<file path="src/rtl/conv_layer_sched.sv">
`default_nettype none
// ============================================================================
//  Module      : conv_layer_sched
//  Description : Layer sequencer for one convolution stack. For each layer it
//                runs the im2col engine and then the GEMM engine, owns the
//                single shared scratch-memory port, offsets GEMM write
//                addresses per layer, holds idle engines in reset and flags a
//                hung engine through a per-phase watchdog.
//  Revision    : 1.0 - initial release
// ============================================================================
module conv_layer_sched #(
    parameter int                    ADDR_WIDTH   = 32,
    parameter int                    DATA_WIDTH   = 8,
    parameter int                    NUM_LAYERS   = 4,
    parameter int                    TIMEOUT      = 65535,
    parameter logic [ADDR_WIDTH-1:0] LAYER_STRIDE = 'h0800
) (
    input  logic                          clk,
    input  logic                          rst,
    input  logic                          start,
    output logic                          busy,
    output logic                          done,
    output logic                          error,
    output logic [$clog2(NUM_LAYERS):0]   layer_idx,
    // im2col engine
    output logic                          i2c_rst_n,
    input  logic                          i2c_done,
    input  logic [ADDR_WIDTH-1:0]         i2c_addr_rd,
    input  logic [ADDR_WIDTH-1:0]         i2c_addr_wr,
    input  logic [DATA_WIDTH-1:0]         i2c_data_wr,
    input  logic                          i2c_wr_en,
    // GEMM engine
    output logic                          gemm_rst_n,
    input  logic                          gemm_done,
    input  logic [ADDR_WIDTH-1:0]         gemm_addr_rd,
    input  logic [ADDR_WIDTH-1:0]         gemm_addr_wr,
    input  logic [DATA_WIDTH-1:0]         gemm_data_wr,
    input  logic                          gemm_wr_en,
    // shared scratch memory
    output logic [ADDR_WIDTH-1:0]         mem_addr_rd,
    output logic [ADDR_WIDTH-1:0]         mem_addr_wr,
    output logic [DATA_WIDTH-1:0]         mem_data_wr,
    output logic                          mem_wr_en
);

    localparam int c_LIDX_W = $clog2(NUM_LAYERS) + 1;
    // Watchdog only ever has to reach TIMEOUT-1
    localparam int c_WDOG_W = (TIMEOUT > 1) ? $clog2(TIMEOUT) : 1;

    localparam logic [c_LIDX_W-1:0] c_LAST_LAYER = c_LIDX_W'(NUM_LAYERS - 1);
    localparam logic [c_WDOG_W-1:0] c_WDOG_LAST  = c_WDOG_W'(TIMEOUT - 1);

    typedef enum logic [2:0] {
        S_IDLE     = 3'd0,
        S_I2C_ARM  = 3'd1,
        S_I2C_RUN  = 3'd2,
        S_GEMM_ARM = 3'd3,
        S_GEMM_RUN = 3'd4,
        S_DONE     = 3'd5,
        S_ERR      = 3'd6
    } state_t;

    state_t                r_state;
    state_t                w_state_nxt;
    logic [c_WDOG_W-1:0]   r_wdog;
    logic [c_WDOG_W-1:0]   w_wdog_nxt;
    logic [c_LIDX_W-1:0]   r_layer_idx;
    logic [c_LIDX_W-1:0]   w_layer_nxt;

    // The watchdog is zero only in the first cycle of a RUN phase, while the
    // engine is still leaving reset and its done level is not trustworthy.
    logic                  w_done_valid;
    logic                  w_wdog_expired;
    logic [ADDR_WIDTH-1:0] w_gemm_offset;

    assign w_done_valid   = (r_wdog != '0);
    assign w_wdog_expired = (r_wdog == c_WDOG_LAST);
    assign w_gemm_offset  = ADDR_WIDTH'(r_layer_idx) * LAYER_STRIDE;

    // State, watchdog and layer registers
    always_ff @(posedge clk) begin
        if (rst) begin
            r_state     <= S_IDLE;
            r_wdog      <= '0;
            r_layer_idx <= '0;
        end else begin
            r_state     <= w_state_nxt;
            r_wdog      <= w_wdog_nxt;
            r_layer_idx <= w_layer_nxt;
        end
    end

    // Next-state, watchdog and layer sequencing
    always_comb begin
        w_state_nxt = r_state;
        w_wdog_nxt  = r_wdog;
        w_layer_nxt = r_layer_idx;
        case (r_state)
            S_IDLE, S_DONE: begin
                if (start) begin
                    w_state_nxt = S_I2C_ARM;
                    w_layer_nxt = '0;
                end
            end
            S_I2C_ARM: begin
                w_state_nxt = S_I2C_RUN;
                w_wdog_nxt  = '0;
            end
            S_I2C_RUN: begin
                // Completion takes priority over a coincident timeout
                if (w_done_valid && i2c_done) begin
                    w_state_nxt = S_GEMM_ARM;
                end else if (w_wdog_expired) begin
                    w_state_nxt = S_ERR;
                end else begin
                    w_wdog_nxt = r_wdog + c_WDOG_W'(1);
                end
            end
            S_GEMM_ARM: begin
                w_state_nxt = S_GEMM_RUN;
                w_wdog_nxt  = '0;
            end
            S_GEMM_RUN: begin
                if (w_done_valid && gemm_done) begin
                    if (r_layer_idx == c_LAST_LAYER) begin
                        w_state_nxt = S_DONE;
                    end else begin
                        w_state_nxt = S_I2C_ARM;
                        w_layer_nxt = r_layer_idx + c_LIDX_W'(1);
                    end
                end else if (w_wdog_expired) begin
                    w_state_nxt = S_ERR;
                end else begin
                    w_wdog_nxt = r_wdog + c_WDOG_W'(1);
                end
            end
            S_ERR: begin
                w_state_nxt = S_ERR;
            end
            default: begin
                w_state_nxt = S_IDLE;
            end
        endcase
    end

    // Status and engine resets decoded from the state register
    always_comb begin
        busy       = (r_state == S_I2C_ARM)  || (r_state == S_I2C_RUN) ||
                     (r_state == S_GEMM_ARM) || (r_state == S_GEMM_RUN);
        done       = (r_state == S_DONE);
        error      = (r_state == S_ERR);
        i2c_rst_n  = (r_state == S_I2C_RUN);
        gemm_rst_n = (r_state == S_GEMM_RUN);
    end

    assign layer_idx = r_layer_idx;

    // Shared memory port routed to whichever engine is running, else quiet
    always_comb begin
        mem_addr_rd = '0;
        mem_addr_wr = '0;
        mem_data_wr = '0;
        mem_wr_en   = 1'b0;
        case (r_state)
            S_I2C_RUN: begin
                mem_addr_rd = i2c_addr_rd;
                mem_addr_wr = i2c_addr_wr;
                mem_data_wr = i2c_data_wr;
                mem_wr_en   = i2c_wr_en;
            end
            S_GEMM_RUN: begin
                mem_addr_rd = gemm_addr_rd;
                mem_addr_wr = gemm_addr_wr + w_gemm_offset;
                mem_data_wr = gemm_data_wr;
                mem_wr_en   = gemm_wr_en;
            end
            default: begin
                mem_wr_en   = 1'b0;
            end
        endcase
    end

endmodule
`default_nettype wire

</file>
<file path="config.mk">
export PLATFORM = sky130hd
export DESIGN_NAME = conv_layer_sched
export DESIGN_NICKNAME = d
export VERILOG_FILES = /design/src/rtl/conv_layer_sched.sv
export SDC_FILE = /design/constraint.sdc
export NUM_CORES = 1
export LEC_CHECK = 0
export CAP_MARGIN = 20
export CORE_AREA = 2 2 89 91
export CTS_BUF_LIST = sky130_fd_sc_hd__clkbuf_4
export DETAILED_ROUTE_END_ITERATION = 7
export DIE_AREA = 0 0 91 93
export PLACE_DENSITY_LB_ADDON = 0.05
export SKIP_LAST_GASP = 1
export SLEW_MARGIN = 20
export SYNTH_ARGS = -nofsm -noshare
export SYNTH_HDL_FRONTEND = slang
export SYNTH_SLANG_ARGS = --single-unit
export TNS_END_PERCENT = 20
</file>
<file path="constraint.sdc">
create_clock -name clk -period 5.5 [get_ports clk]
set_input_delay 0.825 -clock clk [delete_from_list [all_inputs] [get_ports clk]]
set_output_delay 0.825 -clock clk [all_outputs]
set_load 0.03 [all_outputs]
</file>
* Word-level counts from Yosys, hierarchy flattened
Cells that the tools add are included.
** Storage, ports and cells
- Register bits :: 22
- Latch bits :: 0
- RAM bits :: 0
- ROM bits :: 0
- Bits of input ports :: 151
- Output and inout port bits :: 81
- Logic and storage cells :: 50
- Memories kept :: 0
** Operators by class
- $add $sub $neg :: 3
- $mul :: 0
- Divide/modulo/power cells :: 0
- Magnitude comparators :: 0
- Eq/ne operators :: 13
- Shifts and indexed selects :: 0
- Mux-type cells :: 18
- Bitwise gates (word level) :: 0
- Reductions and logical operators :: 13
** Operator list (number)
- one-hot mux 32 bit (2 select lines) :: 2
- 2-to-1 mux 16 bit :: 3
- one-hot mux 16 bit (3 select lines) :: 1
- adder 32 x 14 -> 32 bit :: 1
- 2-to-1 mux 3 bit :: 8
- one-hot mux 3 bit (6 select lines) :: 1
- adder 16 x 1 -> 16 bit, second input constant :: 1
- equality test 16 bit, second input constant :: 1
- one-hot mux 8 bit (2 select lines) :: 1
- nonzero test 16 bit :: 1
- equality test 3 x 2 -> 1 bit, second input constant :: 3
- equality test 3 bit, second input constant :: 3
- != test 2 bit, second input constant :: 4
- one-hot mux 3 bit (2 select lines) :: 1
- AND reduction 4 bit :: 1
- OR reduction 2 bit :: 2
- adder 3 x 1 -> 3 bit, second input constant :: 1
- equality test 3 x 1 -> 1 bit, second input constant :: 1
- logical NOT 3 bit :: 1
- logical OR 1 bit :: 3
- AND reduction 3 bit :: 1
- nonzero test 3 bit :: 1
- logical AND 1 bit :: 2
- != test 2 x 1 -> 1 bit, second input constant :: 1
- 2 further kinds :: 2

* Longest topological paths before layout
- Depth in word-level cells :: 4
- Gate-level depth with buffers :: 8
- Depth with buffers taken out :: 8

* Least setup slack after synthesis
OpenSTA, ideal clock, no wires.
- Path type :: input to output
- Start :: in gemm_addr_wr[11]
- End :: out mem_addr_wr[31]
- Data arrival time :: 2.532 ns
- Required time :: 4.675 ns
- Setup slack :: 2.143 ns
- Cell stages on the path :: 8
- Buffers on the path :: 0
- Path through :: ha_1 inv_1 fa_1 nor2b_1 o21ai_1 nor4b_1 xor2_1 a22o_1
** On the way
- Cells in the longest elaborated chain, start to end :: 2
** Ends and longest elaborated chain
- start, declared :: line 36 : input logic [ADDR_WIDTH-1:0] gemm_addr_wr,
- adder 32 x 14 -> 32 bit :: line 173 : mem_addr_wr = gemm_addr_wr + w_gemm_offset;
- one-hot mux 32 bit (2 select lines) :: line 164 : case (r_state)
- end, declared :: line 41 : output logic [ADDR_WIDTH-1:0] mem_addr_wr,
Every way passes these cells.

* Worst setup path in the final report
Ends and elaborated chain as after synthesis.

==> summary.txt <==
Yosys
  – Yosys reg bits: 22
  – Post-synth cell types: 52
  – Asr flop ratio synth: 0
  – Yosys warnings: 0
  – Post-synthesis sequential area ratio: 0.1702
  – Synth Instances: 328
  – Most used DFF post-synth: dfxtp_1
  – Area of the mapped netlist: 2587 sq um
  – Net Count, Synth: 488
  – EDFF count, synth: 0
  – Mapped Avg Cell Area: just under 8 sq um

Finish
  – Most common cell after layout, fill and taps aside: clkdlybuf4s50_1
  – Layout cell share with drive strength beyond 1: 0.04453
  – Nets: between 700 and 800
  – Most frequent cells in the layout: 231 x clkdlybuf4s50_1, 72 x a22o_1, 22 x dfxtp_1, 16 x nand2_1, 16 x nand3_1
  – Area growth from synthesis to layout: 91.88%
  – Final Non-Filler Cells: 641
  – Fin area: around 5000 sq um
  – Antenna cells: 0

Drt
  – Vias per Instance: 5.524
  – DRC Markers: 0
  – Detailed Route WL: 11840 um
  – Post-route ant nets: 0
  – Wire length per cell: 18.47 um
  – DR pass1 iterations: 5
  – DR vias: 3541
  – First DRT Iteration DRCs: 190

Run status
  – Outcome: completed

Clock tree
  – Clock transition at path regs: 0.13 ns
  – Post-CTS sizing: 0
  – CTS Hold Bufs: 0
  – Worst-case clock buffer depth: 2
  – Post-CTS Setup Bufs: 0
  – Htree depth: 1
  – Clock sinks: 22
  – Root Buffer: clkbuf_4
  – Total CTS buffers: 3
  – CTS tree: done
  – Clock Latency Late Sink: ~0.33 ns

STA
  – Hold_ws: 0.5290 ns
  – Max transition margin: 0.4693
  – Final min period: between 4 and 5 ns
  – Final Max Tran Viols: 0
  – Period utilisation layout: 0.8307
  – Final hold viol count: 0
  – Setup_tns: 0 ns
  – Least-Margin Pin Slew: 0.7941 ns
  – Setup violators final: 0
  – RSZ-0062 raised after global routing: no
  – Max Clock Freq: roughly 0.22 GHz
  – Final Skew: 0.009011 ns

Global route
  – GRT Residual Overflow: 0
  – Total track usage: 0.2579
  – Vias in the first global route: 3329
  – Global-route wire length before repair: 17390 um
  – Initial antenna violation count: 0
  – Largest net degree at the start of global routing: 57

Die
  – Die area: 8463 sq um
  – Chip width: 91 um
  – # IOs: 232
  – Height of the die: around 93 um
  – Core area: 7527 sq um
  – FP Rows: 32
  – Initial Utilization: 0.3438

Critical path
  – Crit path DAT: about 3.7 ns
  – Worst path required time: around 4.7 ns
  – Crit. End Element: output port
  – Crit path kind: in2out
  – Max Fanout on Critical Path: 9
  – CP Launch Type: input port

Min path
  – Hold Path Class: reg2reg

Power
  – Power Dens Cells: between 150 and 200 nW/um^2
  – Max VDD drop: around 0.000087 V
  – P_leak: 1.795 nW

Place
  – Final Wtd Congestion: 0.8281
  – Post-DP Area: just under 5000 sq um
  – DP HPWL: between 9000 and 10000 um
  – PortBufs: 231
  – DP Cell Count: 637

Run
  – Max cap viols: 0
==> cells in the mapped netlist (2+ instances only) <==
cell type | count | area, sq um
or2_2 | 4 | 25.02
nand3_1 | 16 | 80.08
o21ai_0 | 3 | 15.01
nor2_1 | 13 | 48.80
nand2_1 | 16 | 60.06
and3_1 | 8 | 50.05
xor2_1 | 9 | 78.83
ha_1 | 8 | 100.1
nor2b_1 | 4 | 25.02
a21o_1 | 2 | 15.01
nand3b_1 | 2 | 15.01
or3_1 | 5 | 31.28
nand4_1 | 13 | 81.33
nor4b_1 | 2 | 17.52
o21ai_1 | 5 | 25.02
and4_2 | 2 | 20.02
o211ai_1 | 3 | 22.52
buf_1 | 5 | 18.77
xnor2_1 | 10 | 87.58
buf_6 | 4 | 45.04
nor4_1 | 4 | 25.02
a22o_1 | 72 | 630.6
o2111ai_1 | 2 | 17.52
nor3_1 | 8 | 40.04
mux2i_1 | 2 | 20.02
o31ai_1 | 8 | 60.06
or4_1 | 8 | 60.06
a21oi_2 | 2 | 17.52
a21oi_1 | 14 | 70.07
and4_1 | 3 | 26.28
inv_1 | 10 | 37.54
buf_2 | 3 | 15.01
clkbuf_1 | 16 | 60.06
dfxtp_1 | 22 | 440.4
nand3_2 | 2 | 20.02
a31oi_1 | 2 | 12.51
==> power breakdown <==
| part | leakage [nW] | switching (W) | total (W) | internal [W] |
|---|---|---|---|---|
| Combinational | 1.60 | 0.000251 | 0.000494 | 0.000244 |
| Clock | 0.0138 | 0.0000568 | 0.0000826 | 0.0000258 |
| Sequential | 0.178 | 0.00000991 | 0.000174 | 0.000164 |
==> final cells by class <==
class,instances,area (sq um)
Sequential cell,22,440.4
Multi-Input combinational cell,268,1983
Clock buffer,3,22.52
Fill cell,675,2562
Timing Repair Buffer,236,2354
Tap cell,102,127.6
Inverter,10,37.54
==> final timing paths <==
check                                      start              end  slack, ns  cells after the start
worst min register to register         r_wdog[7]        r_wdog[7]       0.53                      2
worst min-delay path                   r_wdog[7]        r_wdog[7]       0.53                      2
worst max register to register        r_state[2]     layer_idx[0]       2.77                      6
worst max-delay path            gemm_addr_wr[11]  mem_addr_wr[31]       0.93                     10
==> critical path: stages <==
cell,delay [ns]
clkdlybuf4s50_1,0.46
ha_1,0.16
inv_1,0.05
fa_1,0.40
nor2b_1,0.13
o21ai_1,0.23
nor4b_1,0.43
xor2_1,0.18
a22o_1,0.18
clkdlybuf4s50_1,0.70
==> state kept, by name (all words and copies together), names as in the netlist <==
| name | cells |
|---|---|
| layer_idx | 3 |
| r_state | 3 |
| r_wdog | 16 |
==> stage by stage <==
step / setup WS (ns) / util / total power [W]
finish: 0.9312 / 0.6596 / 0.0007509
global route: 0.7038 / 0.6596 / 0.0007836
CTS: 0.9230 / 0.6581 / 0.0007445
detailed placement: 0.9218 / 0.6551 / 0.0006663
global placement: 0.9388 / 0.6551 / 0.0006612
floorplan: 2.143 / - / 0.0004273
==> logic make-up after synthesis <==
group	share of synthesized area
DFF	0.1702
xor gates and xnor gates	0.07060
muxes	0.007737
buffers and inverters	0.06818
and+or+nand+nor	0.2597
adders and majority gates	0.04642
AOI/OAI and AO/OA	0.3772
==> layer usage <==
layer | part of all wire | up-vias | global-route usage
met5 | 0 | - | 0
met4 | 0.0057 | 0 | 0.03914
met3 | 0.090 | 7 | 0.06930
met2 | 0.48 | 175 | 0.4420
met1 | 0.42 | 1638 | 0.3320
li1 | - | 1721 | -
Power figures use the tool's default switching activity.
